File: config.mk
export PLATFORM = sky130hd
export DESIGN_NAME = mem_arbiter
export DESIGN_NICKNAME = d
export VERILOG_FILES = /design/src/rtl/mem_arbiter.sv
export SDC_FILE = /design/constraint.sdc
export NUM_CORES = 1
export LEC_CHECK = 0
export BUFFER_PORTS_ARGS = -buffer_cell sky130_fd_sc_hd__buf_2
export CAP_MARGIN = 20
export CORE_MARGIN = 10
export CORE_UTILIZATION = 47
export CTS_CLUSTER_DIAMETER = 80
export DETAILED_ROUTE_END_ITERATION = 10
export PLACE_DENSITY = 0.82
export SLEW_MARGIN = 20
export SYNTH_ARGS = -nofsm -noshare
export SYNTH_HDL_FRONTEND = slang
export SYNTH_SLANG_ARGS = --single-unit
File: constraint.sdc
create_clock -name clk -period 2.5 [get_ports clk]
set_clock_uncertainty 0.1 [all_clocks]
set_input_delay 0.5 -clock clk [delete_from_list [all_inputs] [get_ports clk]]
set_output_delay 0.5 -clock clk [all_outputs]
set_load 0.02 [all_outputs]
File: src/rtl/mem_arbiter.sv
// mem_arbiter
//   Shares one memory port between the instruction-fetch (imem) and data (dmem)
//   requesters. Round-robin grant, one outstanding transaction at a time.
//   A granted request is latched, presented on the shared port until accepted,
//   and the response is returned to the owning requester as a one-cycle pulse.
//
// Ports
//   clk, reset                 clock, asynchronous active-low reset
//   imem_req_*                 fetch request (valid/addr in, ready out)
//   imem_resp_*                fetch response pulse and data
//   dmem_req_*                 data request (valid/addr/fcn/typ/wdata in, ready out)
//   dmem_resp_*                data response pulse and data (reads and writes)
//   mem_req_*                  shared-port request, registered fields
//   mem_resp_*                 shared-port response
module mem_arbiter #(
  parameter int unsigned ADDR_W = 32,
  parameter int unsigned DATA_W = 32
) (
  input  logic              clk,
  input  logic              reset,

  input  logic              imem_req_valid,
  input  logic [ADDR_W-1:0] imem_req_addr,
  output logic              imem_req_ready,
  output logic              imem_resp_valid,
  output logic [DATA_W-1:0] imem_resp_data,

  input  logic              dmem_req_valid,
  input  logic [ADDR_W-1:0] dmem_req_addr,
  input  logic              dmem_req_fcn,
  input  logic [2:0]        dmem_req_typ,
  input  logic [DATA_W-1:0] dmem_req_wdata,
  output logic              dmem_req_ready,
  output logic              dmem_resp_valid,
  output logic [DATA_W-1:0] dmem_resp_data,

  output logic              mem_req_valid,
  input  logic              mem_req_ready,
  output logic [ADDR_W-1:0] mem_req_addr,
  output logic              mem_req_fcn,
  output logic [2:0]        mem_req_typ,
  output logic [DATA_W-1:0] mem_req_wdata,
  input  logic              mem_resp_valid,
  input  logic [DATA_W-1:0] mem_resp_data
);

  localparam logic       M_XRD = 1'b0;
  localparam logic [2:0] MT_WU = 3'd6;

  typedef enum logic [1:0] {
    StIdle,
    StIssue,
    StWait
  } state_e;

  typedef enum logic {
    SelImem = 1'b0,
    SelDmem = 1'b1
  } sel_e;

  state_e            state_q, state_d;
  sel_e              last_grant_q, last_grant_d;
  sel_e              owner_q, owner_d;

  logic [ADDR_W-1:0] req_addr_q, req_addr_d;
  logic              req_fcn_q, req_fcn_d;
  logic [2:0]        req_typ_q, req_typ_d;
  logic [DATA_W-1:0] req_wdata_q, req_wdata_d;

  logic [DATA_W-1:0] resp_data_q, resp_data_d;
  logic              imem_resp_valid_q, imem_resp_valid_d;
  logic              dmem_resp_valid_q, dmem_resp_valid_d;

  logic              idle;
  logic              grant_imem;
  logic              grant_dmem;

  // Grant depends only on state and request valids; on a tie the requester
  // that did not win last time goes first.
  always_comb begin
    idle       = (state_q == StIdle);
    grant_imem = imem_req_valid & (~dmem_req_valid | (last_grant_q == SelDmem));
    grant_dmem = dmem_req_valid & (~imem_req_valid | (last_grant_q == SelImem));
    imem_req_ready = idle & grant_imem;
    dmem_req_ready = idle & grant_dmem;
  end

  always_comb begin
    state_d           = state_q;
    last_grant_d      = last_grant_q;
    owner_d           = owner_q;
    req_addr_d        = req_addr_q;
    req_fcn_d         = req_fcn_q;
    req_typ_d         = req_typ_q;
    req_wdata_d       = req_wdata_q;
    resp_data_d       = resp_data_q;
    imem_resp_valid_d = 1'b0;
    dmem_resp_valid_d = 1'b0;

    unique case (state_q)
      StIdle: begin
        if (grant_imem) begin
          // Fetches are always full-word reads.
          req_addr_d   = imem_req_addr;
          req_fcn_d    = M_XRD;
          req_typ_d    = MT_WU;
          req_wdata_d  = '0;
          owner_d      = SelImem;
          last_grant_d = SelImem;
          state_d      = StIssue;
        end else if (grant_dmem) begin
          req_addr_d   = dmem_req_addr;
          req_fcn_d    = dmem_req_fcn;
          req_typ_d    = dmem_req_typ;
          req_wdata_d  = dmem_req_wdata;
          owner_d      = SelDmem;
          last_grant_d = SelDmem;
          state_d      = StIssue;
        end
      end
      StIssue: begin
        // A response seen before the request is accepted is not ours.
        if (mem_req_ready) begin
          state_d = StWait;
        end
      end
      StWait: begin
        if (mem_resp_valid) begin
          resp_data_d = mem_resp_data;
          if (owner_q == SelDmem) begin
            dmem_resp_valid_d = 1'b1;
          end else begin
            imem_resp_valid_d = 1'b1;
          end
          state_d = StIdle;
        end
      end
      default: begin
        state_d = StIdle;
      end
    endcase
  end

  always_ff @(posedge clk or negedge reset) begin
    if (!reset) begin
      state_q           <= StIdle;
      last_grant_q      <= SelDmem;
      owner_q           <= SelImem;
      req_addr_q        <= '0;
      req_fcn_q         <= 1'b0;
      req_typ_q         <= 3'd0;
      req_wdata_q       <= '0;
      resp_data_q       <= '0;
      imem_resp_valid_q <= 1'b0;
      dmem_resp_valid_q <= 1'b0;
    end else begin
      state_q           <= state_d;
      last_grant_q      <= last_grant_d;
      owner_q           <= owner_d;
      req_addr_q        <= req_addr_d;
      req_fcn_q         <= req_fcn_d;
      req_typ_q         <= req_typ_d;
      req_wdata_q       <= req_wdata_d;
      resp_data_q       <= resp_data_d;
      imem_resp_valid_q <= imem_resp_valid_d;
      dmem_resp_valid_q <= dmem_resp_valid_d;
    end
  end

  // Shared-port request is a pure function of registered state.
  assign mem_req_valid   = (state_q == StIssue);
  assign mem_req_addr    = req_addr_q;
  assign mem_req_fcn     = req_fcn_q;
  assign mem_req_typ     = req_typ_q;
  assign mem_req_wdata   = req_wdata_q;

  assign imem_resp_valid = imem_resp_valid_q;
  assign dmem_resp_valid = dmem_resp_valid_q;
  assign imem_resp_data  = resp_data_q;
  assign dmem_resp_data  = resp_data_q;

endmodule

==> impl_metrics.tcl, run 1 <==
set metrics [dict create \
    rr_endpoint "mem_req_wdata[19]" \
    clk_latency_ps 360 \
    num-fill-cells 797 \
    grt_pass1_vias 4411 \
    h-tree-depth 3 \
    synthSimpleGateAreaFrac_pct 5.40 \
    ys.flop_type "dfrtp_1" \
    netlist_area_um2 4560 \
    portBuffers 274 \
    multiInputGateArea_um2 1470 \
    grt_pass1_wl_um 24500 \
    root_buffer "clkbuf_8" \
    synth_xor_area_share_pct 0 \
    ys_ff_latch 106 \
    yosysSeqAreaShare_pct 58.2 \
    antenna_found_initial 1 \
    critPathMaxFanout 12 \
    synth.avg_cell_area_um2 11.7 \
    leakage_nw 3.09 \
    setup_viol 0 \
    drc_errors 0 \
    synth_cell_types 26 \
    grt_overflow 0 \
    cts_inserted_buffers 9 \
    worstSetupPathType "register to primary output" \
    ant_nets 0 \
    status "finished, final reports clean" \
    placed_area_um2 5770 \
    synth_top_family_by_area "compound AO/OA/AOI/OAI gates" \
    cts_sinks 106 \
    reg2reg_depth 4 \
    grt_usage_pct 21.4 \
    nNetsFinal 760 \
    vias_per_cell 5.40 \
    ir_worst_vdd_mv 0.583 \
    dr_total_vias 4086 \
    dieArea_um2 14000 \
    area.sequential_um2 2650 \
    postLayoutCellArea_um2 5980 \
    ctsHoldBuffers 0 \
    row_count 35 \
    cap_violations 0 \
    critPathLaunchType "register" \
    synth_nets 529 \
    cpMaxStageDelayCell "dfrtp_1" \
    period_share_pct 93.0 \
    cts_resized 0 \
    critPathCaptureType "primary output" \
    synth_mux_area_share_pct 7.90 \
    hold_class "primary input to asynchronous set/reset pin" \
    cpPeakStageDelay_ps 430 \
    max_freq_mhz 430 \
    r2r_slack_ps 500 \
    r2r_start "state_q[0]" \
    drive_above_1_share_pct 54.1 \
    synth_largest_area_cell "dfrtp_1" \
    dp_hpwl_um 12300 \
    maxSlewViolCount 0 \
    tns_ps 0 \
    synth_top_area_share_pct 57.6 \
    post_cts_buffers 0 \
    synthTopCellsByCount "105 x dfrtp_1, 35 x o21ai_0, 34 x a22o_1" \
    drtIter0Drc 251 \
    yosysWarnings 0 \
    die_h_um 119 \
    drtPass1Iterations 4 \
    start_util_pct 48.9 \
    power.density_nw_per_um2 1450 \
    grt_max_degree 46 \
    finalWirelength_um 15700 \
    hold_viol_final 0 \
    pin_count 275 \
    synth-edff-count 0 \
    synth.most_common_cell "dfrtp_1" \
    slew-limit-headroom_pct 45.7 \
    tightestPinTransition_ps 813 \
    syn_to_final_growth_pct 31.1 \
    synthAdderAreaFrac_pct 0 \
    antenna_cells 0 \
    gp_congestion 0.791 \
    core_um2 9330 \
    synth_compound_area_share_pct 18.8 \
    cts.path.max_buffers 2 \
    cp-startpoint "state_q[0]" \
    wl_per_cell_um 20.7 \
    die_w_um 119 \
    rsz0062_at_grt "false" \
    path_clk_slew_ps 110 \
    critPathRequiredTime_ps 1900 \
    arrival_ps 1720 \
    finalCriticalPeriod_ps 2320 \
    tritoncts "yes" \
    synth.top_cells.by_area "dfrtp_1 58%, mux2_2 7.9%, a22o_1 6.5%, buf_4 5.4%, a31oi_1 4.4%" \
    async_flop_share_pct 100 \
    synth_cells 391 \
    crit_chain "nor2_2 -> buf_4 -> and3_1 -> buf_2" \
]
per-layer routing:
metal  wire length (um)  GRT usage, %
met1               5650          22.5
met2               8120          38.1
met3               1600          9.23
met4                287          6.41
met5                 20             0
registers in the layout, summed over array words and instances, names as in the netlist:
register	cells
mem_req_wdata	32
last_grant_q	1
imem_resp_valid	1
state_q	2
dmem_resp_valid	1
mem_req_fcn	1
owner_q	1
dmem_resp_data	32
mem_req_addr	32
mem_req_typ	3
power by group:
part / total, mW / leakage (nW) / switching [mW] / internal (mW)
clock network: 1.06 / 0.104 / 0.658 / 0.405
registers: 3.10 / 1.28 / 0.537 / 2.56
logic: 4.48 / 1.71 / 2.89 / 1.59
area by class of cell:
class                      count  share of cell area, %
multi-input combinational    215                   24.5
clock buffer                   9                   2.07
clock inverter                 7                   1.36
tap                          129                   2.70
sequential                   106                   44.4
timing repair buffer         286                   24.7
inverter                       4                  0.251
placed cells by master, fill, tap and decap left out, drive strengths merged:
master / Yosys / layout
nand2: 3 / 3
a31oi: 32 / 32
clkbuf: 19 / 9
dfrtp: 105 / 105
nand2b: 3 / 3
nand3: 33 / 33
and2: 1 / 1
or2: 1 / 1
nor2b: 1 / 1
inv: 4 / 9
nor2: 3 / 3
nand3b: 1 / 1
o21ai: 35 / 35
a21oi: 32 / 32
o22a: 2 / 2
and3: 1 / 1
mux2: 32 / 32
a21o: 1 / 1
dfstp: 1 / 1
a22o: 34 / 34
clkinv: 0 / 2
buf: 47 / 286
cell families after synthesis:
logic type | after synthesis
mux | 32
buf+inv | 70
simple gates | 47
compound gates | 136
flops | 106
stage by stage:
step | setup WS (ps) | std cells | total power, mW | utilization (%) | hold slack [ps]
after floorplan | 525 | 391 | 6.24 | - | 104
after global placement | 553 | 740 | 7.51 | 61.9 | 315
after detailed placement | 477 | 740 | 7.66 | 61.9 | 334
after CTS | 144 | 756 | 8.74 | 64.1 | 20.2
after global routing | 63.1 | 756 | 9.20 | 64.1 | 32.2
final | 176 | 756 | 8.64 | 64.1 | 23.4
worst max-delay path: cells and delay by family (launching register included):
family	cells	cell delay [ps]
buffers and inverters	2	440
DFF	1	430
and+or+nand+nor	2	490
worst max-delay path by stage:
| stage | endpoint | slack, ps | cells after the start |
|---|---|---|---|
| 2_1_floorplan | imem_req_ready | 530 | 4 |
| 3_3_place_gp | state_q[0] | 550 | 4 |
| 3_5_place_dp | mem_req_addr[2] | 480 | 4 |
| 4_1_cts | imem_req_ready | 140 | 4 |
| 5_1_grt | imem_req_ready | 60 | 4 |
| 6_report | imem_req_ready | 180 | 4 |
Power figures use the tool's default switching activity.
==> run 2, diff against run 1 <==
--- a/config.mk
+++ b/config.mk
@@ -5,7 +5,7 @@
 export SDC_FILE = /design/constraint.sdc
 export NUM_CORES = 1
 export LEC_CHECK = 0
-export BUFFER_PORTS_ARGS = -buffer_cell sky130_fd_sc_hd__buf_2
+export BUFFER_PORTS_ARGS = -buffer_cell sky130_fd_sc_hd__buf_4
 export CAP_MARGIN = 20
 export CORE_MARGIN = 10
 export CORE_UTILIZATION = 47
@@ -16,3 +16,4 @@
 export SYNTH_ARGS = -nofsm -noshare
 export SYNTH_HDL_FRONTEND = slang
 export SYNTH_SLANG_ARGS = --single-unit
+export TNS_END_PERCENT = 20
==> impl_metrics.tcl, run 2 (synthesis gave the netlist of run 1 again) <==
set metrics [dict create \
    status "finished, final reports clean" \
    p_total_mw 9.45 \
    finalWirelength_um 16200 \
    die_w_um 119 \
    num-fill-cells 700 \
    dieArea_um2 14000 \
    cts_inserted_buffers 9 \
    die_h_um 119 \
    drtPass1Iterations 4 \
    antenna_found_initial 0 \
    syn_to_final_growth_pct 46.6 \
    core_um2 9330 \
    start_util_pct 48.9 \
    setup_viol 0 \
    antenna_cells 0 \
    cts_resized 0 \
    ant_nets 0 \
    wl_per_cell_um 21.4 \
    row_count 35 \
    instances_no_fill 757 \
    dr_total_vias 4074 \
    multiInputGateArea_um2 1470 \
    tritoncts "yes" \
    tns_ps 0 \
    slew-limit-headroom_pct 54.7 \
    dp_hpwl_um 12800 \
    ir_worst_vdd_mv 0.679 \
    final_cell_mix "286 x buf_4, 105 x dfrtp_1, 35 x o21ai_0" \
    tightestPinTransition_ps 677 \
    arrival_ps 1580 \
    portBuffers 274 \
    finalCriticalPeriod_ps 2180 \
    ctsHoldBuffers 0 \
    leakage_nw 3.31 \
    maxSlewViolCount 0 \
    post_cts_buffers 0 \
    grt_overflow 0 \
    hold_class "primary input to asynchronous set/reset pin" \
    cap_violations 0 \
    clk_latency_ps 350 \
    vias_per_cell 5.38 \
    worstSetupPathType "register to primary output" \
    cts.path.max_buffers 2 \
    hold-worst-slack_ps 22.3 \
    period_share_pct 87.1 \
    rsz0062_at_grt "false" \
    nNetsFinal 761 \
    drive_above_1_share_pct 54.1 \
    r2r_start "state_q[0]" \
    h-tree-depth 3 \
    critPathCaptureType "primary output" \
    pin_count 275 \
    grt_usage_pct 21.9 \
    grt_max_degree 45 \
    path_clk_slew_ps 110 \
    power.density_nw_per_um2 1410 \
    critPathMaxFanout 10 \
    drtIter0Drc 270 \
    gp_congestion 0.825 \
    max_freq_mhz 459 \
    grt_pass1_vias 4234 \
    grt_pass1_wl_um 24600 \
    root_buffer "clkbuf_8" \
    hold_viol_final 0 \
    cts_sinks 106 \
    r2r_slack_ps 570 \
    mostFrequentLayoutCell "buf_4" \
    critPathRequiredTime_ps 1900 \
    numPlacedInstances 741 \
    area.sequential_um2 2650 \
    cp-startpoint "state_q[0]" \
    critPathLaunchType "register" \
    drc_errors 0 \
]
## run 2: cell count changes in the layout (fill, tap and decap cells not counted)
cell       previous run  this run
nor2_4                0         1
clkinv_4              0         2
clkinv_8              2         1
nor2_2                1         0
buf_2               273         0
bufinv_16             0         1
inv_6                 3         1
buf_4                12       286
## run 2: per-layer routing
| metal | part of all wire, % | vias up | GRT usage (%) | routed length (um) |
|---|---|---|---|---|
| li1 | - | 1860 | - | - |
| met1 | 37 | 1964 | 24.4 | 6000 |
| met2 | 52 | 233 | 38.4 | 8380 |
| met3 | 9.6 | 17 | 7.85 | 1560 |
| met4 | 1.6 | 0 | 6.56 | 266 |
| met5 | 0 | - | 0 | 0 |
## run 2: area by class of cell
class                           count  share of cell area (%)
Timing Repair Buffer              287                    32.4
Clock inverter                      7                    1.42
Tap cell                          129                    2.41
Sequential cell                   106                    39.7
Multi-Input combinational cell    215                    22.0
Inverter                            4                   0.225
Clock buffer                        9                    1.85
## run 2: worst paths after layout
| check | endpoint | depth (start not counted) |
|---|---|---|
| setup / recovery | dmem_req_ready | 4 |
| hold / removal | mem_req_addr[13] | 1 |
| setup reg to reg | mem_req_typ[0] | 4 |
| hold reg to reg | imem_resp_valid | 1 |
| max in group asynchronous | dmem_resp_data[4] | 2 |
| min in group clk | state_q[1] | 2 |
## run 2: critical path: stages (launching register included)
cell,delay (ps)
dfrtp_1,440
nor2_4,260
nand3_1,250
inv_2,110
buf_4,160
## run 2: power by group
group	switching [mW]	internal (mW)
Combinational	2.90	2.26
Clock	0.640	0.494
Sequential	0.598	2.56
Total	4.14	5.31
## run 2: per-stage QoR
| stage | worst slack, ps | cell area (um2) | utilization [%] |
|---|---|---|---|
| floorplan | 525 | 4560 | - |
| global placement | 267 | 6460 | 69.3 |
| detailed placement | 176 | 6460 | 69.3 |
| CTS | 133 | 6680 | 71.6 |
| global route | 181 | 6690 | 71.7 |
| finish | 321 | 6690 | 71.7 |
==> run 3, diff against run 2 <==
--- a/config.mk
+++ b/config.mk
@@ -11,6 +11,7 @@
 export CORE_UTILIZATION = 47
 export CTS_CLUSTER_DIAMETER = 80
 export DETAILED_ROUTE_END_ITERATION = 10
+export GPL_TIMING_DRIVEN = 0
 export PLACE_DENSITY = 0.82
 export SLEW_MARGIN = 20
 export SYNTH_ARGS = -nofsm -noshare
==> impl_metrics.tcl, run 3 (synthesis gave the netlist of run 1 again) <==
set metrics [dict create \
    cap_violations 0 \
    cts.path.max_buffers 2 \
    period_share_pct 95.3 \
    grt_pass1_wl_um 25700 \
    r2r_slack_ps 720 \
    grt_pass1_vias 4522 \
    post_cts_buffers 0 \
    h-tree-depth 3 \
    drive_above_1_share_pct 55.2 \
    cpLargestDelayFamily "flip-flops" \
    path_clk_slew_ps 110 \
    tritoncts "yes" \
    status "finished, final reports clean" \
    die_w_um 119 \
    instances_no_fill 808 \
    antenna_found_initial 0 \
    hold-worst-slack_ps 126 \
    dieArea_um2 14000 \
    final_cell_mix "305 x buf_4, 105 x dfrtp_1, 35 x o21ai_0" \
    crit_buf_inv 2 \
    clk_latency_ps 360 \
    postLayoutCellArea_um2 6980 \
    pin_count 275 \
    tns_ps 0 \
    wl_per_cell_um 21.0 \
    tightestPinTransition_ps 952 \
    dp_hpwl_um 13600 \
    crit_chain "nand2b_1 -> clkbuf_4 -> and3_1 -> buf_4" \
    finalCriticalPeriod_ps 2380 \
    cpMaxStageDelayCell "dfstp_2" \
    arrival_ps 1780 \
    drc_errors 0 \
    worstSetupPathType "register to primary output" \
    critPathMaxFanout 10 \
    core_um2 9330 \
    ir_worst_vdd_mv 0.623 \
    grt_overflow 0 \
    hold_class "primary input to asynchronous set/reset pin" \
    row_count 35 \
    finalWirelength_um 17000 \
    max_freq_mhz 420 \
    slew-limit-headroom_pct 36.5 \
    portBuffers 273 \
    antenna_cells 0 \
    p_total_mw 9.87 \
    grt_max_degree 107 \
    grt_usage_pct 22.9 \
    critPathRequiredTime_ps 1900 \
    placed_area_um2 6780 \
    root_buffer "clkbuf_8" \
    power.density_nw_per_um2 1410 \
    cts_sinks 106 \
    ctsHoldBuffers 0 \
    die_h_um 119 \
    wl_met3_um 1670 \
    vias_per_cell 5.22 \
    rsz0062_at_grt "true" \
    nNetsFinal 812 \
    wl_met2_um 8750 \
    rr_endpoint "mem_req_addr[9]" \
    ant_nets 0 \
    start_util_pct 48.9 \
    drtIter0Drc 237 \
    gp_congestion 0.844 \
    cts_inserted_buffers 9 \
    mostFrequentLayoutCell "buf_4" \
    routed.top_layer "met4" \
    r2r_start "last_grant_q" \
    routedLengthMet1_um 6350 \
    maxSlewViolCount 0 \
    dr_total_vias 4221 \
    critPathCaptureType "primary output" \
    critPathLaunchType "register" \
    numPlacedInstances 793 \
    drtPass1Iterations 5 \
    setup_viol 0 \
    leakage_nw 3.48 \
    num-fill-cells 689 \
    hold_viol_final 0 \
    syn_to_final_growth_pct 53.1 \
    reg2reg_depth 4 \
    cpPeakStageDelay_ps 580 \
]
## run 3: changes by cell type in the layout (fill, tap and decap cells not counted), sizes merged
cell,delta
clkbuf,+18
bufinv,-1
inv,+1
buf,+33
## run 3: what timing repair did
| action | in CTS | in global routing |
|---|---|---|
| endpoints found under the setup margin | 2 | 2 |
| resized for setup | 3 | 1 |
| hold endpoints to repair | 0 | 0 |
## run 3: through the flow
stage,worst slack [ps],utilization (%)
2_1_floorplan,525,-
3_3_place_gp,245,72.6
3_5_place_dp,235,72.6
4_1_cts,5.30,74.8
5_1_grt,-46.5,74.8
6_report,118,74.8
## run 3: final cells by class
cell class                      instances  area [um2]  share of cell area, %
Buffer                                 65         427                   6.11
Clock buffer                            9         124                   1.77
Clock inverter                          7        71.3                   1.02
Inverter                                4        15.0                  0.215
Multi-Input combinational cell        215        1480                   21.1
Sequential cell                       106        2650                   38.0
Tap cell                              129         161                   2.31
Timing Repair Buffer                  273        2050                   29.4
## run 3: worst max path at each step
stage                     slack [ps]  cells past startpoint           start              to
after floorplan                  530                      4    last_grant_q  imem_req_ready
final                            120                      4    last_grant_q  imem_req_ready
after CTS                          5                      5      state_q[0]  dmem_req_ready
after global placement           240                      5      state_q[0]  dmem_req_ready
after detailed placement         230                      6  dmem_req_valid  imem_req_ready
after global routing             -50                      5      state_q[0]  dmem_req_ready
## run 3: per-layer routing
| metal | global-route usage [%] | vias to the layer above |
|---|---|---|
| met5 | 0 | - |
| met4 | 5.50 | 0 |
| met3 | 9.14 | 14 |
| met2 | 40.7 | 207 |
| met1 | 25.1 | 2040 |
| li1 | - | 1960 |
## run 3: report_power, final
group | leakage (nW) | switching (mW) | internal (mW)
clock network | 0.0995 | 0.659 | 0.393
logic | 2.11 | 3.05 | 2.62
registers | 1.28 | 0.584 | 2.56
